<file path="src/rtl/cpu_pkg.sv">
// Shared CPU types: register/data widths, fetch bundle handed to execute,
// output-stage state encoding and a popcount helper for the scoreboard.
package cpu_pkg;
   localparam int DATA_W = 16;
   localparam int AREG_W = 5;
   localparam int NREGS  = 1 << AREG_W;

   typedef logic [AREG_W-1:0] regaddr_t;
   typedef logic [DATA_W-1:0] data_t;

   typedef struct packed {
      data_t    a;
      data_t    b;
      regaddr_t rd;
      logic     writes_rd;
   } fetch_bundle_t;

   typedef enum logic {OS_EMPTY, OS_FULL} ostate_t;

   function automatic logic [5:0] popcount(input logic [NREGS-1:0] v);
      logic [5:0] c;
      c = '0;
      for (int i = 0; i < NREGS; i++) c = c + 6'(v[i]);
      return c;
   endfunction
endpackage

</file>
<file path="src/rtl/operand_fetch_if.sv">
// Decode-in, execute-out, writeback and register-file port bundle of operand_fetch.
interface operand_fetch_if;
   import cpu_pkg::*;

   logic     in_valid, in_ready;
   regaddr_t in_rs1, in_rs2, in_rd;
   logic     in_use_rs1, in_use_rs2, in_writes_rd;

   logic     out_valid, out_ready;
   data_t    out_a, out_b;
   regaddr_t out_rd;
   logic     out_writes_rd;

   logic     wb_valid;
   regaddr_t wb_addr;
   data_t    wb_data;

   logic     rf_read_a, rf_read_b;
   regaddr_t rf_a_addr, rf_b_addr;
   data_t    rf_a_data, rf_b_data;
   logic     rf_write;
   regaddr_t rf_w_addr;
   data_t    rf_d_in;

   logic [5:0] busy_cnt;

   modport slave (
      input  in_valid, in_rs1, in_rs2, in_rd, in_use_rs1, in_use_rs2, in_writes_rd,
      input  out_ready, wb_valid, wb_addr, wb_data, rf_a_data, rf_b_data,
      output in_ready, out_valid, out_a, out_b, out_rd, out_writes_rd,
      output rf_read_a, rf_read_b, rf_a_addr, rf_b_addr, rf_write, rf_w_addr, rf_d_in,
      output busy_cnt
   );

   modport master (
      output in_valid, in_rs1, in_rs2, in_rd, in_use_rs1, in_use_rs2, in_writes_rd,
      output out_ready, wb_valid, wb_addr, wb_data, rf_a_data, rf_b_data,
      input  in_ready, out_valid, out_a, out_b, out_rd, out_writes_rd,
      input  rf_read_a, rf_read_b, rf_a_addr, rf_b_addr, rf_write, rf_w_addr, rf_d_in,
      input  busy_cnt
   );
endinterface

</file>
<file path="src/rtl/operand_fetch_scoreboard.sv">
// Per-register busy bits with set/clear, three lookups and a registered popcount.
// Set beats clear when both target the same register; r0 never goes busy.
module scoreboard
   import cpu_pkg::*;
(
   input  logic       clk,
   input  logic       reset,
   input  logic       set_en,
   input  regaddr_t   set_addr,
   input  logic       clr_en,
   input  regaddr_t   clr_addr,
   input  regaddr_t   src_a,
   input  regaddr_t   src_b,
   input  regaddr_t   dst,
   output logic       busy_a,
   output logic       busy_b,
   output logic       busy_d,
   output logic [5:0] busy_cnt
);
   logic [NREGS-1:1] busy_q;
   logic [NREGS-1:0] busy, busy_nxt;

   assign busy   = {busy_q, 1'b0};
   assign busy_a = busy[src_a];
   assign busy_b = busy[src_b];
   assign busy_d = busy[dst];

   always_comb begin
      busy_nxt = busy;
      if (clr_en) busy_nxt[clr_addr] = 1'b0;
      if (set_en) busy_nxt[set_addr] = 1'b1;
      busy_nxt[0] = 1'b0;
   end

   always_ff @(posedge clk) begin
      if (reset) begin
         busy_q   <= '0;
         busy_cnt <= '0;
      end else begin
         busy_q   <= busy_nxt[NREGS-1:1];
         busy_cnt <= popcount(busy_nxt);
      end
   end
endmodule

</file>
<file path="src/rtl/operand_fetch.sv">
// Operand fetch: hazard stall via scoreboard, writeback bypass, one-entry output
// stage toward execute, and ownership of the register-file read/write ports.
module operand_fetch
   import cpu_pkg::*;
(
   input logic             clk,
   input logic             reset,
   operand_fetch_if.slave  bus
);
   ostate_t       state, state_nxt;
   fetch_bundle_t ob, ob_nxt;
   logic          busy_a, busy_b, busy_d;
   logic          hit_a, hit_b, hit_d, hazard, accept, wb_ok;

   function automatic data_t pick(input logic en, input regaddr_t rs, input logic hit,
                                  input data_t wbd, input data_t rfd);
      if (!en || rs == '0) return '0;
      if (hit)             return wbd;
      return rfd;
   endfunction

   assign wb_ok = bus.wb_valid && bus.wb_addr != '0 && !reset;
   assign hit_a = bus.wb_valid && bus.wb_addr == bus.in_rs1;
   assign hit_b = bus.wb_valid && bus.wb_addr == bus.in_rs2;
   assign hit_d = bus.wb_valid && bus.wb_addr == bus.in_rd;

   // A writeback landing this cycle releases its register, so hazards see through it.
   assign hazard = (bus.in_use_rs1 && busy_a && !hit_a) ||
                   (bus.in_use_rs2 && busy_b && !hit_b) ||
                   (ob_nxt.writes_rd && busy_d && !hit_d);

   assign bus.in_ready = !reset && !hazard && (state == OS_EMPTY || bus.out_ready);
   assign accept       = bus.in_valid && bus.in_ready;

   always_comb begin
      ob_nxt.a         = pick(bus.in_use_rs1, bus.in_rs1, hit_a, bus.wb_data, bus.rf_a_data);
      ob_nxt.b         = pick(bus.in_use_rs2, bus.in_rs2, hit_b, bus.wb_data, bus.rf_b_data);
      ob_nxt.rd        = bus.in_rd;
      ob_nxt.writes_rd = bus.in_writes_rd && bus.in_rd != '0;
   end

   scoreboard u_sb (
      .clk      (clk),
      .reset    (reset),
      .set_en   (accept && ob_nxt.writes_rd),
      .set_addr (bus.in_rd),
      .clr_en   (wb_ok),
      .clr_addr (bus.wb_addr),
      .src_a    (bus.in_rs1),
      .src_b    (bus.in_rs2),
      .dst      (bus.in_rd),
      .busy_a   (busy_a),
      .busy_b   (busy_b),
      .busy_d   (busy_d),
      .busy_cnt (bus.busy_cnt)
   );

   always_comb begin
      state_nxt = state;
      case (state)
         OS_EMPTY: if (accept) state_nxt = OS_FULL;
         OS_FULL:  if (bus.out_ready && !accept) state_nxt = OS_EMPTY;
         default:  state_nxt = OS_EMPTY;
      endcase
   end

   always_ff @(posedge clk) begin
      if (reset) begin
         state <= OS_EMPTY;
         ob    <= '0;
      end else begin
         state <= state_nxt;
         if (accept) ob <= ob_nxt;
      end
   end

   assign bus.out_valid     = (state == OS_FULL);
   assign bus.out_a         = ob.a;
   assign bus.out_b         = ob.b;
   assign bus.out_rd        = ob.rd;
   assign bus.out_writes_rd = ob.writes_rd;

   assign bus.rf_read_a = bus.in_use_rs1 && bus.in_valid;
   assign bus.rf_read_b = bus.in_use_rs2 && bus.in_valid;
   assign bus.rf_a_addr = bus.in_rs1;
   assign bus.rf_b_addr = bus.in_rs2;
   assign bus.rf_write  = wb_ok;
   assign bus.rf_w_addr = bus.wb_addr;
   assign bus.rf_d_in   = bus.wb_data;
endmodule

</file>
<file path="src/flat_wrapper.sv">
// flat-port wrapper written by rule: the top's interface ports become plain ports
module operand_fetch_flat import cpu_pkg::*;
  (clk, reset, bus_in_valid, bus_in_rs1, bus_in_rs2, bus_in_rd, bus_in_use_rs1, bus_in_use_rs2, bus_in_writes_rd, bus_out_ready, bus_wb_valid, bus_wb_addr, bus_wb_data, bus_rf_a_data, bus_rf_b_data, bus_in_ready, bus_out_valid, bus_out_a, bus_out_b, bus_out_rd, bus_out_writes_rd, bus_rf_read_a, bus_rf_read_b, bus_rf_a_addr, bus_rf_b_addr, bus_rf_write, bus_rf_w_addr, bus_rf_d_in, bus_busy_cnt);
  operand_fetch_if bus_i ();
  input logic clk;
  input logic reset;
  input wire logic [$bits(bus_i.in_valid)-1:0] bus_in_valid;
  input wire logic [$bits(bus_i.in_rs1)-1:0] bus_in_rs1;
  input wire logic [$bits(bus_i.in_rs2)-1:0] bus_in_rs2;
  input wire logic [$bits(bus_i.in_rd)-1:0] bus_in_rd;
  input wire logic [$bits(bus_i.in_use_rs1)-1:0] bus_in_use_rs1;
  input wire logic [$bits(bus_i.in_use_rs2)-1:0] bus_in_use_rs2;
  input wire logic [$bits(bus_i.in_writes_rd)-1:0] bus_in_writes_rd;
  input wire logic [$bits(bus_i.out_ready)-1:0] bus_out_ready;
  input wire logic [$bits(bus_i.wb_valid)-1:0] bus_wb_valid;
  input wire logic [$bits(bus_i.wb_addr)-1:0] bus_wb_addr;
  input wire logic [$bits(bus_i.wb_data)-1:0] bus_wb_data;
  input wire logic [$bits(bus_i.rf_a_data)-1:0] bus_rf_a_data;
  input wire logic [$bits(bus_i.rf_b_data)-1:0] bus_rf_b_data;
  output wire logic [$bits(bus_i.in_ready)-1:0] bus_in_ready;
  output wire logic [$bits(bus_i.out_valid)-1:0] bus_out_valid;
  output wire logic [$bits(bus_i.out_a)-1:0] bus_out_a;
  output wire logic [$bits(bus_i.out_b)-1:0] bus_out_b;
  output wire logic [$bits(bus_i.out_rd)-1:0] bus_out_rd;
  output wire logic [$bits(bus_i.out_writes_rd)-1:0] bus_out_writes_rd;
  output wire logic [$bits(bus_i.rf_read_a)-1:0] bus_rf_read_a;
  output wire logic [$bits(bus_i.rf_read_b)-1:0] bus_rf_read_b;
  output wire logic [$bits(bus_i.rf_a_addr)-1:0] bus_rf_a_addr;
  output wire logic [$bits(bus_i.rf_b_addr)-1:0] bus_rf_b_addr;
  output wire logic [$bits(bus_i.rf_write)-1:0] bus_rf_write;
  output wire logic [$bits(bus_i.rf_w_addr)-1:0] bus_rf_w_addr;
  output wire logic [$bits(bus_i.rf_d_in)-1:0] bus_rf_d_in;
  output wire logic [$bits(bus_i.busy_cnt)-1:0] bus_busy_cnt;
  assign bus_i.in_valid = bus_in_valid;
  assign bus_i.in_rs1 = bus_in_rs1;
  assign bus_i.in_rs2 = bus_in_rs2;
  assign bus_i.in_rd = bus_in_rd;
  assign bus_i.in_use_rs1 = bus_in_use_rs1;
  assign bus_i.in_use_rs2 = bus_in_use_rs2;
  assign bus_i.in_writes_rd = bus_in_writes_rd;
  assign bus_i.out_ready = bus_out_ready;
  assign bus_i.wb_valid = bus_wb_valid;
  assign bus_i.wb_addr = bus_wb_addr;
  assign bus_i.wb_data = bus_wb_data;
  assign bus_i.rf_a_data = bus_rf_a_data;
  assign bus_i.rf_b_data = bus_rf_b_data;
  assign bus_in_ready = bus_i.in_ready;
  assign bus_out_valid = bus_i.out_valid;
  assign bus_out_a = bus_i.out_a;
  assign bus_out_b = bus_i.out_b;
  assign bus_out_rd = bus_i.out_rd;
  assign bus_out_writes_rd = bus_i.out_writes_rd;
  assign bus_rf_read_a = bus_i.rf_read_a;
  assign bus_rf_read_b = bus_i.rf_read_b;
  assign bus_rf_a_addr = bus_i.rf_a_addr;
  assign bus_rf_b_addr = bus_i.rf_b_addr;
  assign bus_rf_write = bus_i.rf_write;
  assign bus_rf_w_addr = bus_i.rf_w_addr;
  assign bus_rf_d_in = bus_i.rf_d_in;
  assign bus_busy_cnt = bus_i.busy_cnt;
  operand_fetch u_core (.clk(clk), .reset(reset), .bus(bus_i));
endmodule
</file>
<file path="config.mk">
export PLATFORM = sky130hd
export DESIGN_NAME = operand_fetch_flat
export DESIGN_NICKNAME = d
export VERILOG_FILES = /design/src/rtl/cpu_pkg.sv /design/src/rtl/operand_fetch_if.sv /design/src/rtl/operand_fetch_scoreboard.sv /design/src/rtl/operand_fetch.sv /design/src/flat_wrapper.sv
export SDC_FILE = /design/constraint.sdc
export NUM_CORES = 1
export LEC_CHECK = 0
export ABC_AREA = 1
export CORE_MARGIN = 4
export CORE_UTILIZATION = 55
export CTS_CLUSTER_DIAMETER = 60
export CTS_CLUSTER_SIZE = 8
export DETAILED_ROUTE_END_ITERATION = 7
export PLACE_DENSITY = 0.85
export SYNTH_ARGS = -nofsm -noshare
export SYNTH_HDL_FRONTEND = slang
export SYNTH_HIERARCHICAL = 1
export SYNTH_SLANG_ARGS = --single-unit
</file>
<file path="constraint.sdc">
create_clock -name clk -period 21.6 [get_ports clk]
set_input_delay 4.32 -clock clk [delete_from_list [all_inputs] [get_ports clk]]
set_output_delay 4.32 -clock clk [all_outputs]
set_load 0.005 [all_outputs]
</file>
==> results of run 1 <==
[area by class of cell]
class / instances / area (um2) / area share [%]
Clock inverter: 6 / 72.6 / 0.923
Clock buffer: 10 / 239 / 3.04
Multi-Input combinational cell: 716 / 3770 / 48.0
Sequential cell: 76 / 1520 / 19.3
Inverter: 137 / 514 / 6.54
Tap cell: 140 / 175 / 2.23
Timing Repair Buffer: 158 / 1570 / 19.9
[cell usage after synthesis (all sizes together) (2+ instances only)]
cell,count,area share (%)
nand2,297,18
nand3,163,13
inv,135,8.1
nor2,83,5.5
dfxtp,76,24
a21oi,62,5.0
buf,59,6.5
fa,24,7.7
nor3,24,3.1
o21ai,20,1.6
clkbuf,12,0.72
ha,12,2.4
a22oi,10,1.2
and2,6,0.60
a21boi,5,0.72
nand3b,3,0.36
or2,3,0.30
clkinv,2,0.12
nor3b,2,0.32
[cells by family after synthesis]
family / synth area share, %
simple gates: 41.5
compound gates: 8.74
flops: 24.3
buf+inv: 15.4
fa+ha+maj: 10.1
[critical path, delay by kind of cell]
kind,cells,cell delay (ns)
buffers and inverters,7,1.38
AOI/OAI and AO/OA,3,0.39
adders and majority gates,9,4.24
and+or+nand+nor,13,3.02
[sequential cells by signal, summed over array words and instances (netlist names)]
signal	count
u_core/bus.out_b	16
u_core/bus.out_a	16
u_core/bus.out_writes_rd	1
u_core/u_sb/busy_q	31
u_core/bus.out_valid	1
u_core/u_sb/busy_cnt	6
u_core/bus.out_rd	5
[power by group through the flow]
stage	logic (mW)	clock network [mW]	registers, mW
6_report	0.0991	0.157	0.149
5_1_grt	0.109	0.166	0.150
4_1_cts	0.0976	0.159	0.149
3_5_place_dp	0.0971	0	0.152
3_3_place_gp	0.0963	0	0.152
2_1_floorplan	0.0552	0	0.153
[layer usage]
metal	part of all wire (%)	routed length [um]
met3	12	2450
met2	44	8930
met5	0	0
met4	2.1	433
met1	42	8590
[stage by stage]
step                cell area (um2)  hold WS, ns  total power, mW
floorplan                      6260        0.455            0.208
global placement               7550        0.450            0.249
detailed placement             7550        0.456            0.249
CTS                            7870        0.468            0.406
global route                   7870        0.502            0.424
finish                         7870        0.472            0.406
[how the worst max path moves through the flow]
stage,from,end,slack (ns),cells after the start
after floorplan,bus_in_rd[0],u_core/u_sb/busy_cnt[4],10.39,39
after global placement,bus_wb_addr[3],u_core/u_sb/busy_cnt[4],8.40,32
after detailed placement,bus_wb_addr[3],u_core/u_sb/busy_cnt[4],8.30,32
after CTS,bus_wb_addr[3],u_core/u_sb/busy_cnt[4],8.64,32
after global routing,bus_wb_addr[3],u_core/u_sb/busy_cnt[4],7.89,32
final,bus_wb_addr[3],u_core/u_sb/busy_cnt[4],8.52,32
==> impl_metrics.json, run 1 <==
{
  "skew_ns": 0.00918,
  "drv_slew": 0,
  "hold_buffers": 0,
  "cts_sinks": 76,
  "synth_cells": 1000,
  "final_util_pct": 71.6,
  "dp_hpwl_mm": 15.3,
  "r2r_start": "u_core/u_sb/busy_q[6]",
  "min_from": "u_core/bus.out_rd[4]",
  "cts_buffer_depth": 2,
  "drt-vias-per-instance": 5.53,
  "rows": 38,
  "ant_nets": 0,
  "met1_usage_pct": 46.3,
  "routed_wl_mm": 20.4,
  "antenna_found_initial": 0,
  "ys.flop_type": "dfxtp_1",
  "final_common_cell": "nand2_1",
  "post-cts-setup-buffer-count": 0,
  "grt_overflow": 0,
  "path_common_cell": "fa_1",
  "pwr-share-clk_pct": 38.7,
  "power_frac_comb_pct": 24.4,
  "ys_types": 37,
  "p_leak_nw": 3.72,
  "fin_cells": 1243,
  "drv_cap": 0,
  "synthesis.area_um2": 6260,
  "numCtsBuffers": 9,
  "drive_gt1_share_pct": 4.90,
  "core-area_um2": 11000,
  "use_met3_pct": 5.18,
  "num_io_pins": 156,
  "pre_cts_ws_ns": 8.30,
  "grt_max_degree": 58,
  "worst_setup_path_end_kind": "flop",
  "synth-edff-count": 0,
  "mostFrequentLayoutCells": "294 x nand2_1, 161 x nand3_1, 154 x clkdlybuf4s50_1, 128 x inv_1, 78 x nor2_1",
  "p_per_area_nw_per_um2": 51.6,
  "place_inst": 1227,
  "worst_slew_pin_slew_ns": 1.00,
  "r2r-end": "u_core/u_sb/busy_cnt[4]",
  "grt_util_met2_pct": 44.9,
  "power.internal_mw": 0.284,
  "n_antenna_cell": 0,
  "yosys_warnings": 6,
  "syn_avg_cell_area_um2": 6.26,
  "die_y_um": 115,
  "fin_ws_ns": 8.52,
  "post_drt_wl_per_cell_um": 16.4,
  "arrival_ns": 13.37,
  "die-width_um": 115,
  "insertion_delay_ns": 0.34,
  "hold_depth": 2,
  "place_congestion": 0.963,
  "synth_seq_cells": 76,
  "cp_max_fo": 55,
  "drt_first_iter_violations": 1165,
  "drc": 0,
  "vdd_drop_max_v": 0.0000557,
  "grt-busiest-layer": "met1",
  "timing.final.crit_share_pct": 60.6,
  "post-route-min-period_ns": 13.08,
  "grt_pass1_wl_mm": 32.3,
  "via_count": 6873,
  "io_buffer_count": 155,
  "required_ns": 21.89,
  "pwr-share-seq_pct": 36.8,
  "async_flop_share_pct": 0,
  "hold_path.class": "flop to flop",
  "drt_pass1_iterations": 6,
  "ff2ff_path_depth": 36,
  "grtUsageTotal_pct": 31.0,
  "fillCellCount": 939,
  "rsz0062_at_grt": "no",
  "nNetsFinal": 1210,
  "initial_core_util_pct": 57.0,
  "syn_to_final_growth_pct": 25.7,
  "r2r_slack_ns": 13.55,
  "min_to": "u_core/bus.out_rd[4]",
  "switchingPower_mw": 0.121,
  "final.setup.tns_ns": 0,
  "start_kind": "primary input",
  "status": "complete, no violations",
  "worst_path_max_delay_cell": "clkdlybuf4s50_1",
  "root_buffer": "clkbuf_16",
  "criticalPathCategory": "primary input to flop",
  "cts_tree": "done",
  "dieArea_um2": 13100,
  "htreeDepth": 3,
  "clk_pin_slew_ns": 0.06,
  "fmax_mhz": 76.4,
  "cpPeakStageDelay_ns": 0.82,
  "relSlewSlack_pct": 33.0,
  "hold_viol_final": 0,
  "seq_area_frac_synth_pct": 24.3,
  "grt_pass1_vias": 6142,
  "setup-violations-final": 0,
  "post_cts_resized": 0,
  "syn-num-nets": 1112,
  "switching_share_pct": 29.9
}
Power figures use the tool's default switching activity.
==> inputs of run 2 (changes only) <==
--- a/config.mk
+++ b/config.mk
@@ -7,11 +7,11 @@
 export LEC_CHECK = 0
 export ABC_AREA = 1
 export CORE_MARGIN = 4
-export CORE_UTILIZATION = 55
+export CORE_UTILIZATION = 46
 export CTS_CLUSTER_DIAMETER = 60
 export CTS_CLUSTER_SIZE = 8
 export DETAILED_ROUTE_END_ITERATION = 7
-export PLACE_DENSITY = 0.85
+export PLACE_DENSITY = 0.75
 export SYNTH_ARGS = -nofsm -noshare
 export SYNTH_HDL_FRONTEND = slang
 export SYNTH_HIERARCHICAL = 1
==> constraint.sdc (replaced) <==
create_clock -name clk -period 11.01 [get_ports clk]
set_input_delay 2.202 -clock clk [delete_from_list [all_inputs] [get_ports clk]]
set_output_delay 2.202 -clock clk [all_outputs]
set_load 0.005 [all_outputs]
==> run 2 against run 1 <==
- clock skew down 0.0026 ns
- die area up 18%
- register-to-register slack worse by 10 ns
- clock power up 82%
- final cell count up 3.6%
- sequential share of layout area down 0.22 points
- critical endpoint unchanged
- combinational power up 100%
- routed wire length up 3.2%
- first-iteration DRC count down 22%
- worst hold slack worse by 0.012 ns
- flip-flop and latch count unchanged
- non-clock buffer count up 9
==> impl_metrics.json, run 2 (same netlist as run 1, synthesis figures left out) <==
{
  "status": "complete, no violations",
  "die_y_um": 125,
  "grt_pass1_wl_mm": 33.5,
  "relSlewSlack_pct": 34.3,
  "cts_sinks": 76,
  "rsz0062_at_grt": "no",
  "cpPeakStageDelay_ns": 0.80,
  "initial_core_util_pct": 47.1,
  "antenna_found_initial": 0,
  "timing.final.crit_share_pct": 89.2,
  "insertion_delay_ns": 0.35,
  "final_common_cell": "nand2_1",
  "hold_path.class": "flop to flop",
  "via_count": 6920,
  "num_io_pins": 156,
  "r2r_start": "u_core/u_sb/busy_q[30]",
  "start_kind": "primary input",
  "place_inst": 1272,
  "path_common_cell": "fa_1",
  "critPathLaunch": "bus_wb_addr[2]",
  "skew_ns": 0.00662,
  "vdd_drop_max_v": 0.0000647,
  "dp_hpwl_mm": 16.0,
  "r2r-end": "u_core/u_sb/busy_cnt[4]",
  "power_mw": 0.777,
  "design_area_um2": 7960,
  "top_register": "u_core/u_sb/busy_q",
  "largest_register_ffs": 31,
  "worst_path_max_delay_cell": "clkdlybuf4s50_1",
  "hold_viol_final": 0,
  "place_area_um2": 7670,
  "p_leak_nw": 3.74,
  "drt-vias-per-instance": 5.37,
  "fin_cells": 1288,
  "drc": 0,
  "setup-violations-final": 0,
  "die-width_um": 125,
  "io_buffer_count": 155,
  "drt_pass1_iterations": 8,
  "routed_wl_mm": 21.1,
  "worst_slew_pin_slew_ns": 0.981,
  "grtUsageTotal_pct": 26.3,
  "rows": 42,
  "cts_tree": "done",
  "mostFrequentLayoutCells": "294 x nand2_1, 161 x nand3_1, 154 x clkdlybuf4s50_1, 128 x inv_1, 78 x nor2_1",
  "grt_overflow": 0,
  "p_per_area_nw_per_um2": 97.6,
  "grt_max_degree": 57,
  "cp-endpoint": "u_core/u_sb/busy_cnt[4]",
  "post_drt_wl_per_cell_um": 16.3,
  "place_congestion": 1.02,
  "required_ns": 11.30,
  "dieArea_um2": 15500,
  "cp_max_fo": 14,
  "r2r_slack_ns": 3.51,
  "core-area_um2": 13300,
  "n_antenna_cell": 0,
  "fmax_mhz": 102,
  "post_cts_resized": 0,
  "drt_first_iter_violations": 912,
  "cts_buffer_depth": 2,
  "hold_buffers": 0,
  "grt_pass1_vias": 6171,
  "clk_pin_slew_ns": 0.06,
  "root_buffer": "clkbuf_16",
  "criticalPathCategory": "primary input to flop",
  "ant_nets": 0,
  "drv_cap": 0,
  "syn_to_final_growth_pct": 27.1,
  "post-cts-setup-buffer-count": 0,
  "numCtsBuffers": 9,
  "ff2ff_path_depth": 37,
  "final.setup.tns_ns": 0,
  "post-route-min-period_ns": 9.82,
  "drive_gt1_share_pct": 5.58,
  "nNetsFinal": 1219,
  "arrival_ns": 10.11,
  "worst_setup_path_end_kind": "flop",
  "drv_slew": 0,
  "htreeDepth": 3
}
run 2: final cells by class:
cell class / count / area [um2]
fillers: 1274 / 5340
multi-input cells: 716 / 3770
well taps: 176 / 220
flip-flops and latches: 76 / 1520
clock buffers: 13 / 270
clock inverters: 3 / 20.0
inverters: 137 / 514
repair buffers: 167 / 1640
run 2: power by group:
group	internal, mW	leakage [nW]	switching [mW]
Clock	0.171	0.138	0.116
Combinational	0.0892	2.99	0.109
Sequential	0.287	0.618	0.00618
Total	0.547	3.74	0.230
run 2: how the worst min path moves through the flow:
| stage | cells after the start | slack, ns | startpoint | end |
|---|---|---|---|---|
| after floorplan | 2 | 0.46 | u_core/bus.out_rd[0] | u_core/bus.out_rd[0] |
| after global placement | 2 | 0.45 | u_core/bus.out_rd[0] | u_core/bus.out_rd[0] |
| after detailed placement | 2 | 0.45 | u_core/bus.out_rd[0] | u_core/bus.out_rd[0] |
| after CTS | 2 | 0.46 | u_core/bus.out_rd[0] | u_core/bus.out_rd[0] |
| after global routing | 2 | 0.49 | u_core/bus.out_rd[0] | u_core/bus.out_rd[0] |
| final | 2 | 0.46 | u_core/bus.out_rd[0] | u_core/bus.out_rd[0] |
run 2: stage by stage:
stage	util, %	setup slack (ns)	hold slack [ns]
floorplan	-	1.92	0.455
global placement	57.7	1.06	0.454
finish	59.8	1.19	0.460
global route	59.8	0.730	0.492
detailed placement	57.7	0.938	0.453
CTS	59.8	1.24	0.462
run 2: routing by layer:
layer / vias to the layer above / GRT usage [%] / part of all wire (%)
met5: - / 0 / 0
met3: 43 / 5.27 / 11
met2: 386 / 39.2 / 43
met4: 0 / 8.06 / 2.0
li1: 3343 / - / -
met1: 3148 / 38.3 / 44
run 2: worst max-delay path, delay by kind of cell:
kind                     cells  cell delay (ns)
buffers and inverters        7             1.30
AND/OR/NAND/NOR             13             1.89
adder cells (fa/ha/maj)      9             4.32
AO/OA/AOI/OAI                3             0.38
==> inputs of run 3 (changes only) <==
--- a/config.mk
+++ b/config.mk
@@ -14,5 +14,4 @@
 export PLACE_DENSITY = 0.75
 export SYNTH_ARGS = -nofsm -noshare
 export SYNTH_HDL_FRONTEND = slang
-export SYNTH_HIERARCHICAL = 1
 export SYNTH_SLANG_ARGS = --single-unit
==> constraint.sdc (replaced) <==
create_clock -name clk -period 8.2 [get_ports clk]
set_input_delay 1.64 -clock clk [delete_from_list [all_inputs] [get_ports clk]]
set_output_delay 1.64 -clock clk [all_outputs]
set_load 0.005 [all_outputs]
==> run 3 against run 2 <==
- flip-flop and latch count stayed put
- combinational power is 96% higher
- final area increased by 7.4%
- largest cell class unchanged
==> impl_metrics.json, run 3 <==
{
  "status": "complete, no violations",
  "synthMostInstantiatedCell": "nand2_1",
  "synth_top_area_share_pct": 24.0,
  "vdd_drop_max_v": 0.000113,
  "drv_cap": 0,
  "top_register": "u_core.u_sb.busy_q",
  "drt_pass1_iterations": 8,
  "post-cts-setup-buffer-count": 0,
  "numCtsBuffers": 9,
  "post_drt_wl_per_cell_um": 18.2,
  "die-width_um": 125,
  "hold_viol_final": 0,
  "routed_wl_mm": 24.6,
  "p_per_area_nw_per_um2": 145,
  "dieArea_um2": 15700,
  "worst_setup_path_end_kind": "flop",
  "drt-vias-per-instance": 5.55,
  "grt_max_degree": 57,
  "htreeDepth": 3,
  "post-route-min-period_ns": 7.90,
  "p_leak_nw": 3.73,
  "syn_avg_cell_area_um2": 6.21,
  "start_kind": "primary input",
  "skew_ns": 0.0112,
  "antenna_found_initial": 0,
  "rows": 42,
  "required_ns": 8.48,
  "ys_types": 36,
  "synth-edff-count": 0,
  "die_y_um": 125,
  "async_flop_share_pct": 0,
  "mostFrequentLayoutCells": "271 x nand2_1, 151 x clkdlybuf4s50_1, 130 x a21oi_1, 112 x inv_1, 77 x nor2_1",
  "hold_path.class": "flop to flop",
  "grtUsageTotal_pct": 30.4,
  "clk_pin_slew_ns": 0.07,
  "yosys_warnings": 0,
  "drive_gt1_share_pct": 9.97,
  "grt_overflow": 0,
  "arrival_ns": 8.18,
  "cts_tree": "done",
  "cp_max_fo": 19,
  "syn-num-nets": 1125,
  "rsz0062_at_grt": "no",
  "timing.final.crit_share_pct": 96.3,
  "initial_core_util_pct": 47.4,
  "num_io_pins": 156,
  "cts_sinks": 76,
  "place_congestion": 0.940,
  "grt_pass1_wl_mm": 38.3,
  "criticalPathCategory": "primary input to flop",
  "relSlewSlack_pct": 23.2,
  "dp_hpwl_mm": 19.1,
  "synth_largest_area_cell": "dfxtp_1",
  "root_buffer": "clkbuf_16",
  "nNetsFinal": 1275,
  "largest_register_ffs": 31,
  "insertion_delay_ns": 0.35,
  "fillCellCount": 1273,
  "place_area_um2": 8210,
  "ant_nets": 0,
  "final.setup.tns_ns": 0,
  "synthesis.area_um2": 6330,
  "synth_seq_cells": 76,
  "seq_area_frac_synth_pct": 24.0,
  "final_common_cell": "nand2_1",
  "fmax_mhz": 127,
  "drc": 0,
  "design_area_um2": 8550,
  "synth_cells": 1019,
  "worst_slew_pin_slew_ns": 1.14,
  "cts_buffer_depth": 2,
  "setup-violations-final": 0,
  "ys.flop_type": "dfxtp_1",
  "via_count": 7499,
  "core-area_um2": 13300,
  "yosys-top-cells-count": "271 x nand2_1, 130 x a21oi_1, 112 x inv_1",
  "drt_first_iter_violations": 909,
  "synth.area.top_cells": "dfxtp_1 24%, nand2_1 16%, a21oi_1 10%",
  "io_buffer_count": 155,
  "drv_slew": 0,
  "grt_pass1_vias": 6988,
  "n_antenna_cell": 0,
  "syn_to_final_growth_pct": 35.0
}
[run 3: cell types whose count changed after synthesis, moves of 12 or more]
cell	before	now
nand3_1	161	76
a21oi_1	62	130
nand4_1	0	64
nand2_1	294	271
inv_1	128	112
clkbuf_1	12	25
buf_2	11	23
[run 3: path summary, 6_finish.rpt]
check	end	depth (start not counted)	startpoint	slack (ns)
hold reg to reg	u_core.bus.out_a[8]	2	u_core.bus.out_a[8]	0.46
setup reg to reg	u_core.u_sb.busy_cnt[4]	29	u_core.u_sb.busy_q[22]	2.05
hold / removal	u_core.bus.out_a[8]	2	u_core.bus.out_a[8]	0.46
setup / recovery	u_core.u_sb.busy_cnt[4]	28	bus_in_rd[3]	0.30
[run 3: repair_timing]
item,CTS,global route
hold buffers,0,0
resized for setup,0,3
endpoints found under the setup margin,0,1
[run 3: power breakdown]
group	leakage, nW	internal (mW)	switching, mW
Combinational	2.95	0.171	0.219
Clock	0.163	0.273	0.180
Sequential	0.616	0.386	0.00991
[run 3: logic make-up after synthesis]
group	share of synthesized area, %
AOI/OAI and AO/OA	15.0
xor gates and xnor gates	0.277
adders and majority gates	8.65
buffers and inverters	15.5
DFF	24.0
and+or+nand+nor	36.6
[run 3: final cells by class]
| class | instances | area, um2 | share of cell area, % |
|---|---|---|---|
| well taps | 176 | 220 | 2.58 |
| flip-flops and latches | 76 | 1520 | 17.8 |
| multi-input cells | 728 | 3840 | 44.9 |
| repair buffers | 228 | 2160 | 25.3 |
| inverters | 126 | 473 | 5.53 |
| clock inverters | 7 | 106 | 1.24 |
| clock buffers | 9 | 225 | 2.64 |
[run 3: routing by layer]
layer | track usage [%] | vias to the layer above | wire [um]
met2 | 47.5 | 469 | 11000
met4 | 9.25 | 0 | 533
met5 | 0 | - | 0
li1 | - | 3619 | -
met1 | 41.5 | 3359 | 10300
met3 | 7.89 | 52 | 2680
[run 3: critical path: stages]
cell and delay, ns:
clkdlybuf4s50_1 0.69, inv_1 0.18, nor3_1 0.38, nand2_1 0.13
nand2_1 0.10, nor2_1 0.04, nand2_1 0.04, nand2_1 0.07
nand3_2 0.10, nor2_4 0.06, buf_12 0.16, nand4_1 0.10
nand2_1 0.15, fa_1 0.58, fa_1 0.44, fa_1 0.52
fa_1 0.54, inv_1 0.06, fa_1 0.51, fa_1 0.55
fa_1 0.20, inv_1 0.05, fa_1 0.37, nand2_1 0.09
nand2_1 0.05, a21oi_1 0.14, o21ai_0 0.10, a21oi_1 0.11
[run 3: stage by stage]
step | power, mW | hold WS (ns) | setup WS (ns) | util [%] | instances
3_3_place_gp | 0.786 | 0.448 | 0.0199 | 61.5 | 1334
2_1_floorplan | 0.625 | 0.455 | 0.668 | - | 1019
5_1_grt | 1.30 | 0.482 | 0.0253 | 64.0 | 1350
6_report | 1.24 | 0.461 | 0.304 | 64.0 | 1350
4_1_cts | 1.24 | 0.463 | 0.369 | 64.0 | 1350
3_5_place_dp | 0.788 | 0.455 | 0.00310 | 61.5 | 1334
